==> src/rtl/mem_arb_pkg.sv <==
// Shared definitions for the mem_arbiter block: FSM encoding, grant IDs and
// default parameters. Optional round-robin arbitration is enabled by MEM_ARB_RR_EN.
package mem_arb_pkg;

  typedef enum logic [1:0] {
    IDLE   = 2'd0,
    I_BUSY = 2'd1,
    D_BUSY = 2'd2
  } state_t;

  typedef enum logic {
    GNT_I = 1'b0,
    GNT_D = 1'b1
  } gnt_t;

  localparam int TIMEOUT_CYCLES_DEF = 16;
  localparam int TO_W_DEF           = 8;

endpackage : mem_arb_pkg

==> src/rtl/mem_arb_wdog.sv <==
// Bus watchdog: counts BUSY cycles since the last grant and flags the cycle in
// which the transaction has used up its full TIMEOUT_CYCLES budget.
module mem_arb_wdog #(
  parameter int TIMEOUT_CYCLES = 16,
  parameter int TO_W           = 8
) (
  input  logic clk_in,
  input  logic rst_in,
  input  logic clear,
  input  logic enable,
  output logic expired
);

  localparam logic [TO_W-1:0] LAST = TO_W'(TIMEOUT_CYCLES - 1);

  logic [TO_W-1:0] count;

  // NOTE: sequential state uses non-blocking assignments so every flop samples
  // the pre-edge value of its neighbours, independent of block ordering.
  always_ff @(posedge clk_in) begin
    if (rst_in) begin
      count <= '0;
    end else if (clear) begin
      count <= '0;
    end else if (enable) begin
      count <= count + 1'b1;
    end
  end

  // High during the last allowed BUSY cycle; the FSM aborts on this edge.
  assign expired = enable && (count == LAST);

endmodule : mem_arb_wdog

==> src/rtl/mem_arbiter.sv <==
// Two-port (fetch/data) arbiter in front of a single-port memory with a bus
// watchdog. Define MEM_ARB_RR_EN for round-robin on simultaneous requests.
module mem_arbiter
  import mem_arb_pkg::*;
#(
  parameter int TIMEOUT_CYCLES = TIMEOUT_CYCLES_DEF,
  parameter int TO_W           = TO_W_DEF
) (
  input  logic        clk_in,
  input  logic        rst_in,
  input  logic        i_req_in,
  input  logic [31:0] i_addr_in,
  output logic [31:0] i_rdata_out,
  output logic        i_ack_out,
  input  logic        d_req_in,
  input  logic        d_wr_in,
  input  logic [31:0] d_addr_in,
  input  logic [31:0] d_wdata_in,
  input  logic [3:0]  d_mask_in,
  output logic [31:0] d_rdata_out,
  output logic        d_ack_out,
  output logic        mem_req_out,
  output logic        mem_wr_out,
  output logic [31:0] mem_addr_out,
  output logic [31:0] mem_wdata_out,
  output logic [3:0]  mem_mask_out,
  input  logic [31:0] mem_rdata_in,
  input  logic        mem_ack_in,
  output logic        stall_out,
  output logic        bus_err_out
);

  state_t state;
  logic   i_elig;
  logic   d_elig;
  logic   grant_i;
  logic   grant_d;
  logic   busy;
  logic   expired;

`ifdef MEM_ARB_RR_EN
  gnt_t   rr_ptr;  // port that wins the next contested grant
`endif

  // NOTE: every always_comb output gets a default before any branch so no
  // path leaves it unassigned and no latch is inferred.
  always_comb begin
    i_elig  = i_req_in & ~i_ack_out;
    d_elig  = d_req_in & ~d_ack_out;
    grant_d = 1'b0;
    grant_i = 1'b0;
    if (state == IDLE) begin
`ifdef MEM_ARB_RR_EN
      grant_d = d_elig & (~i_elig | (rr_ptr == GNT_D));
`else
      grant_d = d_elig;
`endif
      grant_i = i_elig & ~grant_d;
    end
  end

  assign busy      = (state != IDLE);
  assign stall_out = (i_req_in & ~i_ack_out) | (d_req_in & ~d_ack_out);

  mem_arb_wdog #(
    .TIMEOUT_CYCLES (TIMEOUT_CYCLES),
    .TO_W           (TO_W)
  ) u_wdog (
    .clk_in  (clk_in),
    .rst_in  (rst_in),
    .clear   (grant_i | grant_d),
    .enable  (busy),
    .expired (expired)
  );

  // NOTE: reset clears every output register so nothing stale from an aborted
  // transaction is visible to the core or the memory afterwards.
  always_ff @(posedge clk_in) begin
    if (rst_in) begin
      state         <= IDLE;
      mem_req_out   <= 1'b0;
      mem_wr_out    <= 1'b0;
      mem_addr_out  <= '0;
      mem_wdata_out <= '0;
      mem_mask_out  <= '0;
      i_ack_out     <= 1'b0;
      d_ack_out     <= 1'b0;
      i_rdata_out   <= '0;
      d_rdata_out   <= '0;
      bus_err_out   <= 1'b0;
`ifdef MEM_ARB_RR_EN
      rr_ptr        <= GNT_D;
`endif
    end else begin
      i_ack_out   <= 1'b0;
      d_ack_out   <= 1'b0;
      bus_err_out <= 1'b0;
      unique case (state)
        IDLE: begin
          if (grant_d) begin
            state         <= D_BUSY;
            mem_req_out   <= 1'b1;
            mem_wr_out    <= d_wr_in;
            mem_addr_out  <= d_addr_in;
            mem_wdata_out <= d_wdata_in;
            mem_mask_out  <= d_mask_in;
          end else if (grant_i) begin
            state         <= I_BUSY;
            mem_req_out   <= 1'b1;
            mem_wr_out    <= 1'b0;
            mem_addr_out  <= i_addr_in;
            mem_wdata_out <= '0;
            mem_mask_out  <= 4'hF;
          end
`ifdef MEM_ARB_RR_EN
          // Only a contested grant moves the pointer.
          if (i_elig && d_elig) begin
            rr_ptr <= grant_d ? GNT_I : GNT_D;
          end
`endif
        end
        I_BUSY, D_BUSY: begin
          // A real completion wins over a coincident watchdog expiry.
          if (mem_ack_in) begin
            state       <= IDLE;
            mem_req_out <= 1'b0;
            if (state == D_BUSY) begin
              d_rdata_out <= mem_rdata_in;
              d_ack_out   <= 1'b1;
            end else begin
              i_rdata_out <= mem_rdata_in;
              i_ack_out   <= 1'b1;
            end
          end else if (expired) begin
            state       <= IDLE;
            mem_req_out <= 1'b0;
            bus_err_out <= 1'b1;
            if (state == D_BUSY) begin
              d_rdata_out <= '0;
              d_ack_out   <= 1'b1;
            end else begin
              i_rdata_out <= '0;
              i_ack_out   <= 1'b1;
            end
          end
        end
        default: begin
          state       <= IDLE;
          mem_req_out <= 1'b0;
        end
      endcase
    end
  end

endmodule : mem_arbiter
==> config.mk <==
export PLATFORM = sky130hd
export DESIGN_NAME = mem_arbiter
export DESIGN_NICKNAME = d
export VERILOG_FILES = /design/src/rtl/mem_arb_pkg.sv /design/src/rtl/mem_arb_wdog.sv /design/src/rtl/mem_arbiter.sv
export SDC_FILE = /design/constraint.sdc
export NUM_CORES = 1
export LEC_CHECK = 0
export CELL_PAD_IN_SITES_DETAIL_PLACEMENT = 1
export CELL_PAD_IN_SITES_GLOBAL_PLACEMENT = 1
export CORE_ASPECT_RATIO = 1.75
export CORE_UTILIZATION = 27
export CTS_BUF_LIST = sky130_fd_sc_hd__clkbuf_4
export DETAILED_ROUTE_END_ITERATION = 8
export PLACE_DENSITY_LB_ADDON = 0.1
export SYNTH_ARGS = -nofsm -noshare
export SYNTH_HDL_FRONTEND = slang
export SYNTH_SLANG_ARGS = --single-unit
==> constraint.sdc <==
create_clock -name clk_in -period 1.8 [get_ports clk_in]
set_clock_uncertainty 0.05 [all_clocks]
set_input_delay 0.36 -clock clk_in [delete_from_list [all_inputs] [get_ports clk_in]]
set_output_delay 0.36 -clock clk_in [all_outputs]
set_load 0.01 [all_outputs]
== Yosys cells after proc, flatten, opt, wreduce, memory -nomap -nowiden ==
Index checks and enable logic that the tools add are counted.
W data, S select, Z words.

* Bits of input ports: 138
* Flip-flop bits (word level): 147
* Output and inout bits: 138
* Logic and storage cells: 76

* Reductions and logical operators: 13
* Equal/unequal tests: 5
* Add/sub/neg operators: 1
* Bitwise gates (word level): 10
* Multiplexer cells: 35

{| class="wikitable"
|+ Operators by type and width
! operator !! number
|-
| $mux W32 || 12
|-
| $mux W1 || 15
|-
| $add A8 B1 Y8 const B || 1
|-
| $eq A8 B4 Y1 const B || 1
|-
| $mux W2 || 4
|-
| $mux W4 || 2
|-
| $ne A3 B3 Y1 const B || 2
|-
| $reduce_and A3 Y1 || 2
|-
| $reduce_bool A2 Y1 || 3
|-
| $reduce_or A2 Y1 || 3
|-
| $not A1 Y1 || 5
|-
| $pmux W2 S2 || 1
|-
| $reduce_and A2 Y1 || 2
|-
| $and A1 B1 Y1 || 3
|-
| $reduce_or A3 Y1 || 1
|-
| $eq A2 B1 Y1 const B || 1
|-
| $eq A2 B2 Y1 const B || 1
|-
| $logic_not A2 Y1 || 1
|-
| $or A1 B1 Y1 || 2
|-
| $pmux W1 S2 || 1
|-
| $logic_and A1 B1 Y1 || 1
|}

== Longest topological paths before layout ==
* Depth in word-level cells: 8
* Mapped depth: 7

== Modules after synthesis ==
Synthesis repeated with hierarchy kept, for this count alone.

* Cells, all modules: 595
* Area total of the unflattened synthesis: 5,720.5 µm²

{| class="wikitable"
|+ By module, submodules not included
! module !! cells each !! area each (µm²) !! seq. area each (µm²) !! instances
|-
| mem_arbiter || 555 || 5,363.9 || 2,782.7 || 1
|-
| mem_arb_wdog || 40 || 356.6 || 160.2 || 1
|}

== Worst setup path after synthesis ==
Ideal clock, no wire load.

* Kind: register to register
* Start point: reg state[0]
* End point: reg mem_addr_out[22]
* Data required time: 1.617 ns
* Clock period less this slack: 1.732 ns
* Setup time: 0.133 ns
* Buffers on the path: 2
* Arrival time: 1.548 ns
* Setup slack: 0.068 ns
* Cell stages (with the launch flop): 8
* Cell sequence: dfxtp_1 -> inv_1 -> ha_1 -> inv_1 -> a21oi_1 -> clkbuf_1 -> buf_2 -> a311oi_1

* Word-level cells in the longest chain between the ends: 4

{| class="wikitable"
|+ Ends and longest elaborated chain
! element !! RTL line !! RTL
|-
| start, declared || mem_arbiter.sv:33 || <nowiki>state_t state;</nowiki>
|-
| start signal, assigned || mem_arbiter.sv:80 || <nowiki>state <= IDLE;</nowiki>
|-
| start signal, assigned || mem_arbiter.sv:101 || <nowiki>state <= D_BUSY;</nowiki>
|-
| start signal, assigned || mem_arbiter.sv:108 || <nowiki>state <= I_BUSY;</nowiki>
|-
| $logic_not A2 Y1 * || mem_arbiter.sv:52, mem_arbiter.sv:98 ||
|-
| $mux W1 || mem_arbiter.sv:52 || <nowiki>if (state == IDLE) begin</nowiki>
|-
| $reduce_bool A2 Y1 (no source line) || -- ||
|-
| $reduce_and A2 Y1 (no source line) || -- ||
|-
| end signal, assigned || mem_arbiter.sv:104 || <nowiki>mem_addr_out <= d_addr_in;</nowiki>
|-
| end signal, assigned || mem_arbiter.sv:111 || <nowiki>mem_addr_out <= i_addr_in;</nowiki>
|-
| end, declared || mem_arbiter.sv:24 || <nowiki>output logic [31:0] mem_addr_out,</nowiki>
|}

Mark *: on every way between the ends. The rest lies on a longest branch, timed or not.
A chain may end at the register's enable or synchronous reset.

== Worst setup path in the final report ==
* Start point: reg u_wdog.count[4]
* End point: reg d_rdata_out[2]

* Word-level cells in the longest chain between the ends: 4

{| class="wikitable"
|+ Ends and longest elaborated chain
! element !! RTL line !! RTL
|-
| start, declared || mem_arb_wdog.sv:16 || <nowiki>logic [TO_W-1:0] count;</nowiki>
|-
| start signal, assigned || mem_arb_wdog.sv:26 || <nowiki>count <= count + 1'b1;</nowiki>
|-
| $eq A8 B4 Y1 || mem_arb_wdog.sv:31 || <nowiki>assign expired = enable && (count == LAST);</nowiki>
|-
| $logic_and A1 B1 Y1 || mem_arb_wdog.sv:31 ||
|-
| $reduce_bool A2 Y1 (no source line) || -- ||
|-
| $reduce_and A3 Y1 (no source line) || -- ||
|-
| end signal, assigned || mem_arbiter.sv:128 || <nowiki>d_rdata_out <= mem_rdata_in;</nowiki>
|-
| end, declared || mem_arbiter.sv:20 || <nowiki>output logic [31:0] d_rdata_out,</nowiki>
|}

No other way between the ends.

==> impl_results.md <==
* Status: finished, final reports clean
* Dpl ws at -0.353 ns
* Avg Cell Area, Syn at 10.9 sq um
* Peak VDD IR at 0.455 mV
* Hold-fix buffers, CTS at 0
* Distinct cell type count after synthesis at 37
* Skew-Pair Late Insertion Delay at 0.54 ns
* Number of synthesized flops with an enable pin at 0
* Largest net degree at the start of global routing at 67
* Fillers at roughly 2100
* Routed WL at 18.9 mm
* Post-DP HPWL at 13.9 mm
* Compound-Gate Fraction of Synth Area at 0.254
* Chip Width at ~110 um
* Yosys top cell area share at 0.548
* Finish-stage setup viols at 0
* Reg2reg setup slack at between 0.01 and 0.015 ns
* First-pass GRT wire length at 29.2 mm
* Final period utilization at 0.994
* Drt first pass iters at 4
* Ys flop type: dfxtp_1
* Worst Tran Pin Value at roughly 0.29 ns
* Post-synthesis mux area share at 0.00373
* CP Cell Sequence: or4_4 > o21ai_4 > a31oi_4 > buf_12 > a32o_1
* Post-synthesis sequential area ratio at 0.548
* Arrival time at the worst endpoint at about 2.2 ns
* Hold/Removal Path Class: in2reg
* Initial antenna violation count at 1
* Routed vias at 5226
* Vias in the first global route at 5513
* Clk sinks at between 100 and 150
* Power Density at just under 900 nW/um^2
* Placed Instances at between 900 and 1000
* Synth Area in Simple Gates at 0.112
* GRT met3 Usage at 0.0616
* Port Buffer Count at 275
* Clock Root Buffer: clkbuf_4
* Final WS setup at between 0.01 and 0.015 ns
* Yosys top cell by area: dfxtp_1
* Seq cells post-synth at 147
* RSZ-0062 raised after global routing: true
* DR vias/cell at 5.05
* Worst-path clk slew at 0.11 ns
* Iteration-0 DRC count of the detailed router at roughly 180
* Most instantiated cells after synthesis: 147 x dfxtp_1, 64 x a32o_1, 48 x nor2_1, 37 x nand2_1, 34 x nand3_1
* Fmax at around 560 MHz
* Tot GR Track Use at 0.186
* Setup_tns at 0 ns
* Grt peak-use layer: met2
* Largest family of logic cells by synthesized area: compound AO/OA/AOI/OAI gates
* Synthesized instance count at 491
* Critical Path Start Type: register
* Nets@finish at 924
* Synthesized net count at 632
* Grt met1 use at 0.186
* Max cap viols at 0
* Most numerous cell in the Yosys netlist: dfxtp_1
* XOR/XNOR Fraction of Synth Area at 0.0114
* Required @ worst endpoint at 2.18 ns
* Crit Path Max Fanout at 24
* Ys async rst share at 0
* Post-Syn Area at 5370 sq um
* CTS HTree Levels at 4
* Final hold violations at 0
* Global route overflow at 0
* Met2 usage at 0.342
* DRC at 0
* Synth-to-Final Area Change at 63.8%
* I/O pin cnt at approximately 280
* Starting density of the core at 0.279
* Final RePlAce weighted congestion at ~0.74
* Post-DR wirelength/cell at 18.3 um
* CP Class: reg2reg
* DRT antenna net count at 0
* Largest cells by area after synthesis: dfxtp_1 55%, a32o_1 12%, a22o_1 5.4%, a311oi_1 5.2%, nor2_1 3.4%
* Layout cells sized above 1 at 0.136
* Die area at 20500 sq um
* CTS Buffer Depth at 2
* Critical Path Sink Type: register
* Final Hold Slack at 0.236 ns
* Yosys warns at 0
* Row count at 67
* Adder-cell share of the synthesized area at 0.00699
* Finished Layout Cells at ~1000
* TritonCTS clock tree: yes
* Die height at between 150 and 200 um
* Critical Path Max Stage Delay at 0.56 ns
* Power Total at between 0.007 and 0.008 W
* CTS Buf Count at 17
* Slew margin rel. at 0.807
* LEAKAGE at 3.91 nW
* Core ar. at 19300 sq um
* Critical-path top delay cell: or4_4
* Slew Limit Fails at 0
* Min Tclk post-route at around 1.8 ns
[state kept, by name (all words and copies together) (netlist names), 2 cells and up]
name / flops
i_rdata_out: 32
u_wdog.count: 8
d_rdata_out: 32
mem_mask_out: 4
state: 2
mem_addr_out: 32
mem_wdata_out: 32
[power breakdown]
part	leakage, nW	internal, W	switching [W]
Clock	0.145	0.000945	0.00118
Sequential	1.21	0.00351	0.000129
Combinational	2.56	0.000975	0.000898
[metal layers]
layer	vias to the layer above	wire length, um
li1	2460	-
met3	22	1410
met2	195	10300
met4	0	465
met5	-	0
met1	2549	6740
[layout make-up]
cell class                 count  area (sq um)  area share
timing repair buffer         322          3090       0.351
sequential                   147          2950       0.336
multi-input combinational    288          2150       0.244
tap                          241           302      0.0343
clock inverter                11           140      0.0159
clock buffer                  18           135      0.0154
inverter                       7          28.8     0.00327
antenna                        1          2.50    0.000284
[cell families after synthesis]
logic type	Yosys count
flip-flops	147
adder cells (fa/ha/maj)	3
buffers and inverters	56
AO/OA/AOI/OAI	143
XOR/XNOR	7
multiplexers	2
AND/OR/NAND/NOR	133
[through the flow]
stage / util / instance area (sq um)
final: 0.456 / 8800
after global routing: 0.456 / 8800
after CTS: 0.455 / 8770
after detailed placement: 0.444 / 8550
after global placement: 0.444 / 8550
after floorplan: - / 5370
[critical path: cells and delay by family, from the launching register on]
family | cells | cell delay (ns)
and+or+nand+nor | 1 | 0.56
AOI/OAI and AO/OA | 3 | 0.55
DFF | 1 | 0.33
buffers and inverters | 1 | 0.18
[final timing paths]
kind	from	endpoint	cells after the start
setup / recovery	u_wdog.count[4]	d_rdata_out[2]	5
hold / removal	rst_in	i_ack_out	4
setup reg to reg	u_wdog.count[4]	d_rdata_out[2]	5
hold reg to reg	i_rdata_out[19]	i_rdata_out[19]	1
[cell usage in the layout (no fill, tap or decap), types with 4 or more instances in the layout]
master           instances
clkbuf_4                18
buf_4                   32
clkdlybuf4s50_1        135
dlygate4sd2_1          137
nor3_1                   4
nand3_1                 34
buf_12                  10
nand2_1                 37
nor2_2                   4
o221a_2                  4
xnor2_1                  4
dfxtp_2                  6
a22o_1                  33
buf_6                    5
dfxtp_1                140
a32o_1                  64
nor2_1                  44
a311oi_1                31
[timing repair]
action / CTS / global route
cloned: 1 / 0
setup buffers: 4 / 1
pin swaps: 3 / 7
resized for setup: 163 / 4
setup endpoints to repair: 218 / 65
Power figures use the tool's default switching activity.
